[config.mk]
export PLATFORM = sky130hd
export DESIGN_NAME = mips_multicycle_ctrl
export DESIGN_NICKNAME = d
export VERILOG_FILES = /design/src/rtl/mips_multicycle_ctrl.sv
export SDC_FILE = /design/constraint.sdc
export NUM_CORES = 1
export LEC_CHECK = 0
export ABC_CLOCK_PERIOD_IN_PS = 2850
export CAP_MARGIN = 20
export CELL_PAD_IN_SITES_DETAIL_PLACEMENT = 2
export CELL_PAD_IN_SITES_GLOBAL_PLACEMENT = 2
export CORE_MARGIN = 10
export CORE_UTILIZATION = 29
export CTS_CLUSTER_DIAMETER = 100
export DETAILED_ROUTE_END_ITERATION = 12
export PLACE_DENSITY = 0.83
export REMOVE_ABC_BUFFERS = 1
export SLEW_MARGIN = 25
export SYNTH_ARGS = -nofsm -noshare
export SYNTH_HDL_FRONTEND = slang
export SYNTH_SLANG_ARGS = --single-unit
[constraint.sdc]
create_clock -name clk -period 2.85 [get_ports clk]
set_input_delay 0.285 -clock clk [delete_from_list [all_inputs] [get_ports clk]]
set_output_delay 0.285 -clock clk [all_outputs]
set_load 0.1 [all_outputs]
[src/rtl/mips_multicycle_ctrl.sv]
// ---------------------------------------------------------------------------
// mips_multicycle_ctrl
//
// Main control unit for a multicycle MIPS datapath. A Moore FSM walks each
// instruction through fetch / decode / execute / memory / writeback (3-5
// cycles), stretches the memory states on the memready handshake, decodes
// op/funct into the 3-bit ALU operation, and raises sticky flags for
// unsupported instructions and memory-wait timeouts.
//
// Configuration:
//   MIPS_CTRL_BNE_EN  when defined, opcode 000101 (bne) and its BNE state
//                     are compiled in; otherwise bne is an illegal opcode.
//
// Parameters:
//   TIMEOUT_W   width of the memory-wait counter; a timeout fires on the
//               (2^TIMEOUT_W-1)-th consecutive waiting cycle. Must be >= 2.
//
// Ports:
//   clk, reset_n        rising-edge clock, asynchronous active-low reset
//   op, funct           instruction[31:26] and instruction[5:0]
//   zero                ALU zero flag (branch decision)
//   memready            memory finished the current access this cycle
//   pcen, irwrite       PC enable, instruction register load
//   memwrite, regwrite  memory write strobe, register file write
//   iord                memory address: 0 = PC, 1 = ALUOut
//   alusrca             ALU A: 0 = PC, 1 = A register
//   alusrcb             ALU B: 00 B, 01 4, 10 SignImm, 11 SignImm<<2
//   memtoreg, regdst    writeback source (1 = memory), dest (1 = rd)
//   pcsrc               next PC: 00 ALU result, 01 ALUOut, 10 jump target
//   alucontrol          010 add, 110 sub, 000 and, 001 or, 111 slt
//   illegal, memfault   sticky error flags, cleared only by reset
// ---------------------------------------------------------------------------
module mips_multicycle_ctrl #(
  parameter int TIMEOUT_W = 8
) (
  input  logic       clk,
  input  logic       reset_n,
  input  logic [5:0] op,
  input  logic [5:0] funct,
  input  logic       zero,
  input  logic       memready,
  output logic       pcen,
  output logic       irwrite,
  output logic       memwrite,
  output logic       regwrite,
  output logic       iord,
  output logic       alusrca,
  output logic [1:0] alusrcb,
  output logic       memtoreg,
  output logic       regdst,
  output logic [1:0] pcsrc,
  output logic [2:0] alucontrol,
  output logic       illegal,
  output logic       memfault
);

  // Opcodes
  localparam logic [5:0] OP_RTYPE = 6'b000000;
  localparam logic [5:0] OP_LW    = 6'b100011;
  localparam logic [5:0] OP_SW    = 6'b101011;
  localparam logic [5:0] OP_BEQ   = 6'b000100;
  localparam logic [5:0] OP_ADDI  = 6'b001000;
  localparam logic [5:0] OP_J     = 6'b000010;
`ifdef MIPS_CTRL_BNE_EN
  localparam logic [5:0] OP_BNE   = 6'b000101;
`endif

  // R-type funct codes
  localparam logic [5:0] FN_ADD = 6'b100000;
  localparam logic [5:0] FN_SUB = 6'b100010;
  localparam logic [5:0] FN_AND = 6'b100100;
  localparam logic [5:0] FN_OR  = 6'b100101;
  localparam logic [5:0] FN_SLT = 6'b101010;

  // ALU operation codes
  localparam logic [2:0] ALU_ADD = 3'b010;
  localparam logic [2:0] ALU_SUB = 3'b110;
  localparam logic [2:0] ALU_AND = 3'b000;
  localparam logic [2:0] ALU_OR  = 3'b001;
  localparam logic [2:0] ALU_SLT = 3'b111;

  // Counter value on the cycle whose wait would make it 2^TIMEOUT_W-1.
  localparam logic [TIMEOUT_W-1:0] CNT_LAST = {{(TIMEOUT_W-1){1'b1}}, 1'b0};

  typedef enum logic [3:0] {
    S_FETCH,
    S_DECODE,
    S_MEMADR,
    S_MEMRD,
    S_MEMWB,
    S_MEMWR,
    S_EXECUTE,
    S_ALUWB,
    S_ADDIEXEC,
    S_ADDIWB,
    S_BEQ,
`ifdef MIPS_CTRL_BNE_EN
    S_BNE,
`endif
    S_JUMP
  } state_t;

  state_t                 state;
  state_t                 next_state;
  state_t                 decode_next;
  logic                   instr_ok;
  logic                   funct_ok;
  logic [2:0]             funct_alu;
  logic [TIMEOUT_W-1:0]   wait_cnt;
  logic                   waiting;
  logic                   timeout;

  // -------------------------------------------------------------------------
  // Instruction decode (pure function of op/funct)
  // -------------------------------------------------------------------------
  always_comb begin
    // NOTE: every variable assigned in a combinational block gets a default
    // first, so no path leaves it unassigned and no latch is inferred.
    funct_ok  = 1'b1;
    funct_alu = ALU_ADD;
    case (funct)
      FN_ADD:  funct_alu = ALU_ADD;
      FN_SUB:  funct_alu = ALU_SUB;
      FN_AND:  funct_alu = ALU_AND;
      FN_OR:   funct_alu = ALU_OR;
      FN_SLT:  funct_alu = ALU_SLT;
      default: funct_ok  = 1'b0;
    endcase
  end

  always_comb begin
    instr_ok    = 1'b1;
    decode_next = S_FETCH;
    case (op)
      OP_LW, OP_SW: decode_next = S_MEMADR;
      OP_RTYPE: begin
        if (funct_ok) decode_next = S_EXECUTE;
        else          instr_ok    = 1'b0;
      end
      OP_BEQ:       decode_next = S_BEQ;
`ifdef MIPS_CTRL_BNE_EN
      OP_BNE:       decode_next = S_BNE;
`endif
      OP_ADDI:      decode_next = S_ADDIEXEC;
      OP_J:         decode_next = S_JUMP;
      default:      instr_ok    = 1'b0;
    endcase
  end

  // -------------------------------------------------------------------------
  // Memory-wait watchdog
  // -------------------------------------------------------------------------
  assign waiting = !memready &&
                   (state == S_FETCH || state == S_MEMRD || state == S_MEMWR);
  assign timeout = waiting && (wait_cnt == CNT_LAST);

  always_ff @(posedge clk or negedge reset_n) begin
    if (!reset_n) begin
      wait_cnt <= '0;
    end else if (!waiting || timeout || next_state != state) begin
      // A FETCH timeout keeps the state, so the clear must be explicit.
      wait_cnt <= '0;
    end else begin
      wait_cnt <= wait_cnt + TIMEOUT_W'(1);
    end
  end

  // -------------------------------------------------------------------------
  // State register
  // -------------------------------------------------------------------------
  always_ff @(posedge clk or negedge reset_n) begin
    // NOTE: sequential state uses non-blocking assignments so every register
    // samples pre-edge values regardless of process evaluation order.
    if (!reset_n) state <= S_FETCH;
    else          state <= next_state;
  end

  // -------------------------------------------------------------------------
  // Next-state logic
  // -------------------------------------------------------------------------
  always_comb begin
    next_state = state;
    case (state)
      S_FETCH:    next_state = memready ? S_DECODE : S_FETCH;
      S_DECODE:   next_state = decode_next;
      S_MEMADR:   next_state = (op == OP_SW) ? S_MEMWR : S_MEMRD;
      S_MEMRD: begin
        if (memready)     next_state = S_MEMWB;
        else if (timeout) next_state = S_FETCH;
      end
      S_MEMWB:    next_state = S_FETCH;
      S_MEMWR: begin
        if (memready || timeout) next_state = S_FETCH;
      end
      S_EXECUTE:  next_state = S_ALUWB;
      S_ALUWB:    next_state = S_FETCH;
      S_ADDIEXEC: next_state = S_ADDIWB;
      S_ADDIWB:   next_state = S_FETCH;
      S_BEQ:      next_state = S_FETCH;
`ifdef MIPS_CTRL_BNE_EN
      S_BNE:      next_state = S_FETCH;
`endif
      S_JUMP:     next_state = S_FETCH;
      default:    next_state = S_FETCH;
    endcase
  end

  // -------------------------------------------------------------------------
  // Sticky error flags
  // -------------------------------------------------------------------------
  always_ff @(posedge clk or negedge reset_n) begin
    if (!reset_n) begin
      illegal  <= 1'b0;
      memfault <= 1'b0;
    end else begin
      if (state == S_DECODE && !instr_ok) illegal  <= 1'b1;
      if (timeout)                        memfault <= 1'b1;
    end
  end

  // -------------------------------------------------------------------------
  // Output logic
  // -------------------------------------------------------------------------
  always_comb begin
    pcen       = 1'b0;
    irwrite    = 1'b0;
    memwrite   = 1'b0;
    regwrite   = 1'b0;
    iord       = 1'b0;
    alusrca    = 1'b0;
    alusrcb    = 2'b00;
    memtoreg   = 1'b0;
    regdst     = 1'b0;
    pcsrc      = 2'b00;
    alucontrol = ALU_ADD;
    case (state)
      S_FETCH: begin
        alusrcb = 2'b01;
        irwrite = memready;
        pcen    = memready;
      end
      S_DECODE:   alusrcb = 2'b11;
      S_MEMADR: begin
        alusrca = 1'b1;
        alusrcb = 2'b10;
      end
      S_MEMRD:    iord = 1'b1;
      S_MEMWB: begin
        memtoreg = 1'b1;
        regwrite = 1'b1;
      end
      S_MEMWR: begin
        iord     = 1'b1;
        memwrite = 1'b1;
      end
      S_EXECUTE: begin
        alusrca    = 1'b1;
        alucontrol = funct_alu;
      end
      S_ALUWB: begin
        regdst   = 1'b1;
        regwrite = 1'b1;
      end
      S_ADDIEXEC: begin
        alusrca = 1'b1;
        alusrcb = 2'b10;
      end
      S_ADDIWB:   regwrite = 1'b1;
      S_BEQ: begin
        alusrca    = 1'b1;
        alucontrol = ALU_SUB;
        pcsrc      = 2'b01;
        pcen       = zero;
      end
`ifdef MIPS_CTRL_BNE_EN
      S_BNE: begin
        alusrca    = 1'b1;
        alucontrol = ALU_SUB;
        pcsrc      = 2'b01;
        pcen       = ~zero;
      end
`endif
      S_JUMP: begin
        pcsrc = 2'b10;
        pcen  = 1'b1;
      end
      default: ;
    endcase
    // While reset is held the state is FETCH, but the write enables must not
    // follow memready into the datapath.
    if (!reset_n) begin
      pcen     = 1'b0;
      irwrite  = 1'b0;
      memwrite = 1'b0;
      regwrite = 1'b0;
    end
  end

endmodule

=== Word level (Yosys, flattened, before mapping) ===
Cells that the tools add are included.

* Flip-flop bits (word level): 14
* Word-level logic and storage cells: 76
* Output and inout port bits: 17
* Input port bits: 16

* Add/sub/neg operators: 1
* Eq/ne operators: 23
* Mux-type cells: 28
* Reductions and logical operators: 20

{| class="wikitable"
|+ Operator list
! cell !! count
|-
| $eq 6x6->1 const B || 7
|-
| $pmux 4 s7 || 1
|-
| $pmux 4 s5 || 1
|-
| $eq 4x3->1 const B || 4
|-
| $eq 4x4->1 const B || 4
|-
| $mux 1 || 14
|-
| $mux 4 || 3
|-
| $pmux 3 s4 || 1
|-
| $reduce_or 5->1 || 2
|-
| $add 8x1->8 const B || 1
|-
| $eq 4x2->1 const B || 2
|-
| $eq 8x8->1 const B || 1
|-
| $mux 8 || 1
|-
| $eq 6x2->1 const B || 1
|-
| $eq 6x3->1 const B || 1
|-
| $eq 6x4->1 const B || 1
|-
| $logic_not 6->1 || 1
|-
| $mux 3 || 2
|-
| $pmux 2 s3 || 1
|-
| $pmux 3 s2 || 1
|-
| $reduce_or 2->1 || 3
|-
| $logic_or 1x1->1 || 5
|-
| $eq 4x1->1 const B || 1
|-
| $logic_not 4->1 || 1
|-
| other kinds (8) || 12
|}

=== Depth between registers and ports, before layout ===
* Depth in word-level cells: 11
* Mapped depth: 5
* Mapped depth without buffers: 5

=== Worst setup path before layout ===
No wires, ideal clock.

* Path type: register to output
* Start point: reg state[0]
* End point: out irwrite
* Buffers on the path: 1
* Data arrival time: 3.963 ns
* Slack: -1.398 ns
* Stages on the path, launching flop included: 5
* Data required time: 2.565 ns
* Path through: dfrtp_1 clkbuf_1 nor2_1 nand2_1 nor4b_1

* Longest elaborated chain between the ends: 3

{| class="wikitable"
|+ RTL lines
! item !! RTL line !! text
|-
| start, declared || 103 || <nowiki>state_t state;</nowiki>
|-
| start signal, assigned || 175 || <nowiki>else state <= next_state;</nowiki>
|-
| $logic_not 4->1 || 236 || <nowiki>case (state)</nowiki>
|-
| $mux 1 || 236 ||
|-
| $mux 1 || 291 || <nowiki>if (!reset_n) begin</nowiki>
|-
| end, declared || 43 || <nowiki>output logic irwrite,</nowiki>
|}

Every way passes these cells.

=== Final worst setup path ===
* Start point: reg state[3]
* End point: out alucontrol[1]

* Longest elaborated chain between the ends: 2
* Elaborated cells on any way between the ends: 3
* Classes of those cells: eq/ne: 2; mux: 1

{| class="wikitable"
|+ RTL lines
! item !! RTL line !! text
|-
| $eq 4x4->1 or $eq 4x3->1 (tied branches) || 236 ||
|-
| $pmux 3 s2 * || 236 ||
|-
| end, declared || 52 || <nowiki>output logic [2:0] alucontrol,</nowiki>
|}

Mark *: on every way between the ends. The rest lies on a longest branch, timed or not.

==> reports/qor.csv <==
metric,value,unit
combinational fraction of design power,65.1,%
crit path launch,state[3],
initial antenna violation count,0,
number of H-tree levels,1,
RSZ-0062 raised after global routing,no,
vias in the first global route,1270,
via/cell ratio,5.36,
final net count,183,
first-pass GRT wire length,6440,µm
crit end category,output pin,
Total Power,1.30,mW
register area share after synthesis,31.7,%
FF-to-FF Start,state[1],
Clock Path Buffers,2,
part of the power in registers,19.8,%
required time of the critical path,2570,ps
Core Footprint,0.00366,mm²
CTS Hold Bufs,0,
P_sw,0.697,mW
routability cong.,0.753,
"FF+latch count, synth",14,
worst-path fanout max,6,
TritonCTS sink count,14,
Die Y,81.7,µm
async set-reset flop share out of synthesis,100,%
worst-margin pin slew,570,ps
total routed wirelength,3830,µm
DRT Pass-1 Iters,4,
critical path type,reg2out,
Post-DP Area,0.00154,mm²
library cells used by synthesis,46,
Layout Area Growth over Synthesis,44.2,%
largest net degree at the start of global routing,18,
leakage,0.641,nW
status,"finished, final reports clean",
Starting DRT DRC Count,50,
layout cells sized above 1,18.9,%
post-cts gate resize count,0,
Port Buffers,32,
die area,0.00667,mm²
non-filler instance count after layout,212,
Final Critical Period,2510,ps
instance count on the critical path,4,
cell breakdown of the critical path,nand2b_1 -> or4b_1 -> or4b_1 -> buf_12,
CP top delay family,simple AND/OR/NAND/NOR gates,
max_slew headroom,61.5,%
TNS Setup,0,ps
final core occ,43.5,%
Hold Crit Class,in2async,
DRT antenna net count,0,
Clock Tree Root,clkbuf_8,
Clk pwr share,15.1,%
# IOs,33,
"Arr. time, crit path",2230,ps
Final setup viols,0,
Setup crit end,alucontrol[1],
Filler Cells Inserted,403,
Clock Skews,4.75,ps
worst hold slack,438,ps
final worst slack,338,ps
switching share of power,53.6,%
fmax,398,MHz
clk_lat worst skew,250,ps
die width,81.7,µm
CP max stage delay,580,ps
WP buf/inv,1,
Mapped Area,0.00110,mm²
Wirelength per Cell,18.1,µm
Tcrit/Tclk final,88.1,%
startpoint types,flop,
Worst-path clk slew,60,ps
grt ovf,0,
Post-CTS Setup Bufs,0,
FP Rows,22,
"reg-to-reg slack, setup",880,ps
# diodes,0,
final hold violations,0,
vias,1136,
Pint,0.603,mW
synthesized netlist cell count,130,
Post-synth EDFFs,0,
MaxCap Viol Count,0,
Critical-path top delay cell,or4b_1,
CTS tree,built,
cell mode on critical path,or4b_1,
mean post-synth cell area,8.49,µm²
pre-CTS setup slack,480,ps
"Top FF cell, synth",dfrtp_1,
YS warnings,0,
Initial Utilization,30.1,%
PD cells,816,mW/mm²
worst reg2reg path endpoint,state[0],
final instance area,0.00159,mm²
# DRC,0,
max-slew violations,0,
Inst Count DP,208,
TritonCTS buffer count,3,
worst vdd ir,0.394,mV
total global-route track usage,12.1,%
detailed-placement wirelength estimate,3010,µm
R2R cell count,5,
==> synth_stat cells (all sizes together) (3+ instances only) <==
cell type | n | area [µm²]
a21oi | 3 | 15.0
clkbuf | 6 | 22.5
dfrtp | 14 | 350
inv | 5 | 18.8
nand2 | 5 | 18.8
nand2b | 7 | 51.3
nand3 | 5 | 25.0
nand4 | 3 | 18.8
nor2 | 20 | 75.1
nor3 | 4 | 20.0
nor4 | 5 | 31.3
o21ai | 3 | 15.0
or4b | 3 | 33.8
xnor2 | 3 | 26.3
xor2 | 6 | 52.6
==> power by group through the flow <==
stage / clock [mW] / sequential (mW) / combinational (mW)
4_1_cts: 0.202 / 0.258 / 0.854
3_3_place_gp: 0 / 0.259 / 0.829
3_5_place_dp: 0 / 0.262 / 0.848
6_report: 0.196 / 0.258 / 0.845
5_1_grt: 0.212 / 0.264 / 0.903
2_1_floorplan: 0 / 0.304 / 0.545
==> cells by family after synthesis <==
| group | after synthesis | synth area share, % |
|---|---|---|
| AND/OR/NAND/NOR | 66 | 35.4 |
| AO/OA/AOI/OAI | 24 | 16.1 |
| flip-flops | 14 | 31.7 |
| buffers and inverters | 12 | 4.42 |
| XOR/XNOR | 9 | 7.14 |
| multiplexers | 3 | 2.95 |
| adder cells (fa/ha/maj) | 2 | 2.27 |
==> cells in the final DEF, fill, tap and decap left out, drive strengths merged, types with 3 or more instances in the layout <==
cell type and instances:
a21oi 3, buf 22, clkbuf 4, clkdlybuf4s50 15, dfrtp 14, inv 5, nand2 5, nand2b 7
nand3 5, nand4 3, nor2 20, nor3 4, nor4 5, o21ai 3, or4b 3, xnor2 3
xor2 6
==> layout make-up <==
type                            instances  area [µm²]  area share, %
Clock buffer                            4        55.1           3.46
Tap cell                               48        60.1           3.77
Sequential cell                        14         350           22.0
Timing Repair Buffer                   37         403           25.3
Multi-Input combinational cell        104         704           44.3
Inverter                                5        18.8           1.18
==> layer usage <==
metal / up-vias / track usage [%] / share of wire (%)
met1: 556 / 13.9 / 41
li1: 549 / - / -
met5: - / 0 / 0
met4: 0 / 3.06 / 0.94
met2: 26 / 21.2 / 50
met3: 5 / 3.71 / 7.6
==> registers in the layout (all words and copies together), names as in the netlist <==
name / flops
wait_cnt: 8
state: 4
illegal: 1
memfault: 1
==> how the worst min path moves through the flow <==
stage / to / slack (ps)
floorplan: illegal / -10
global placement: memfault / 450
detailed placement: illegal / 460
CTS: wait_cnt[7] / 450
global route: wait_cnt[7] / 460
finish: wait_cnt[7] / 440
No activity file was read; power rests on OpenSTA's default activity.
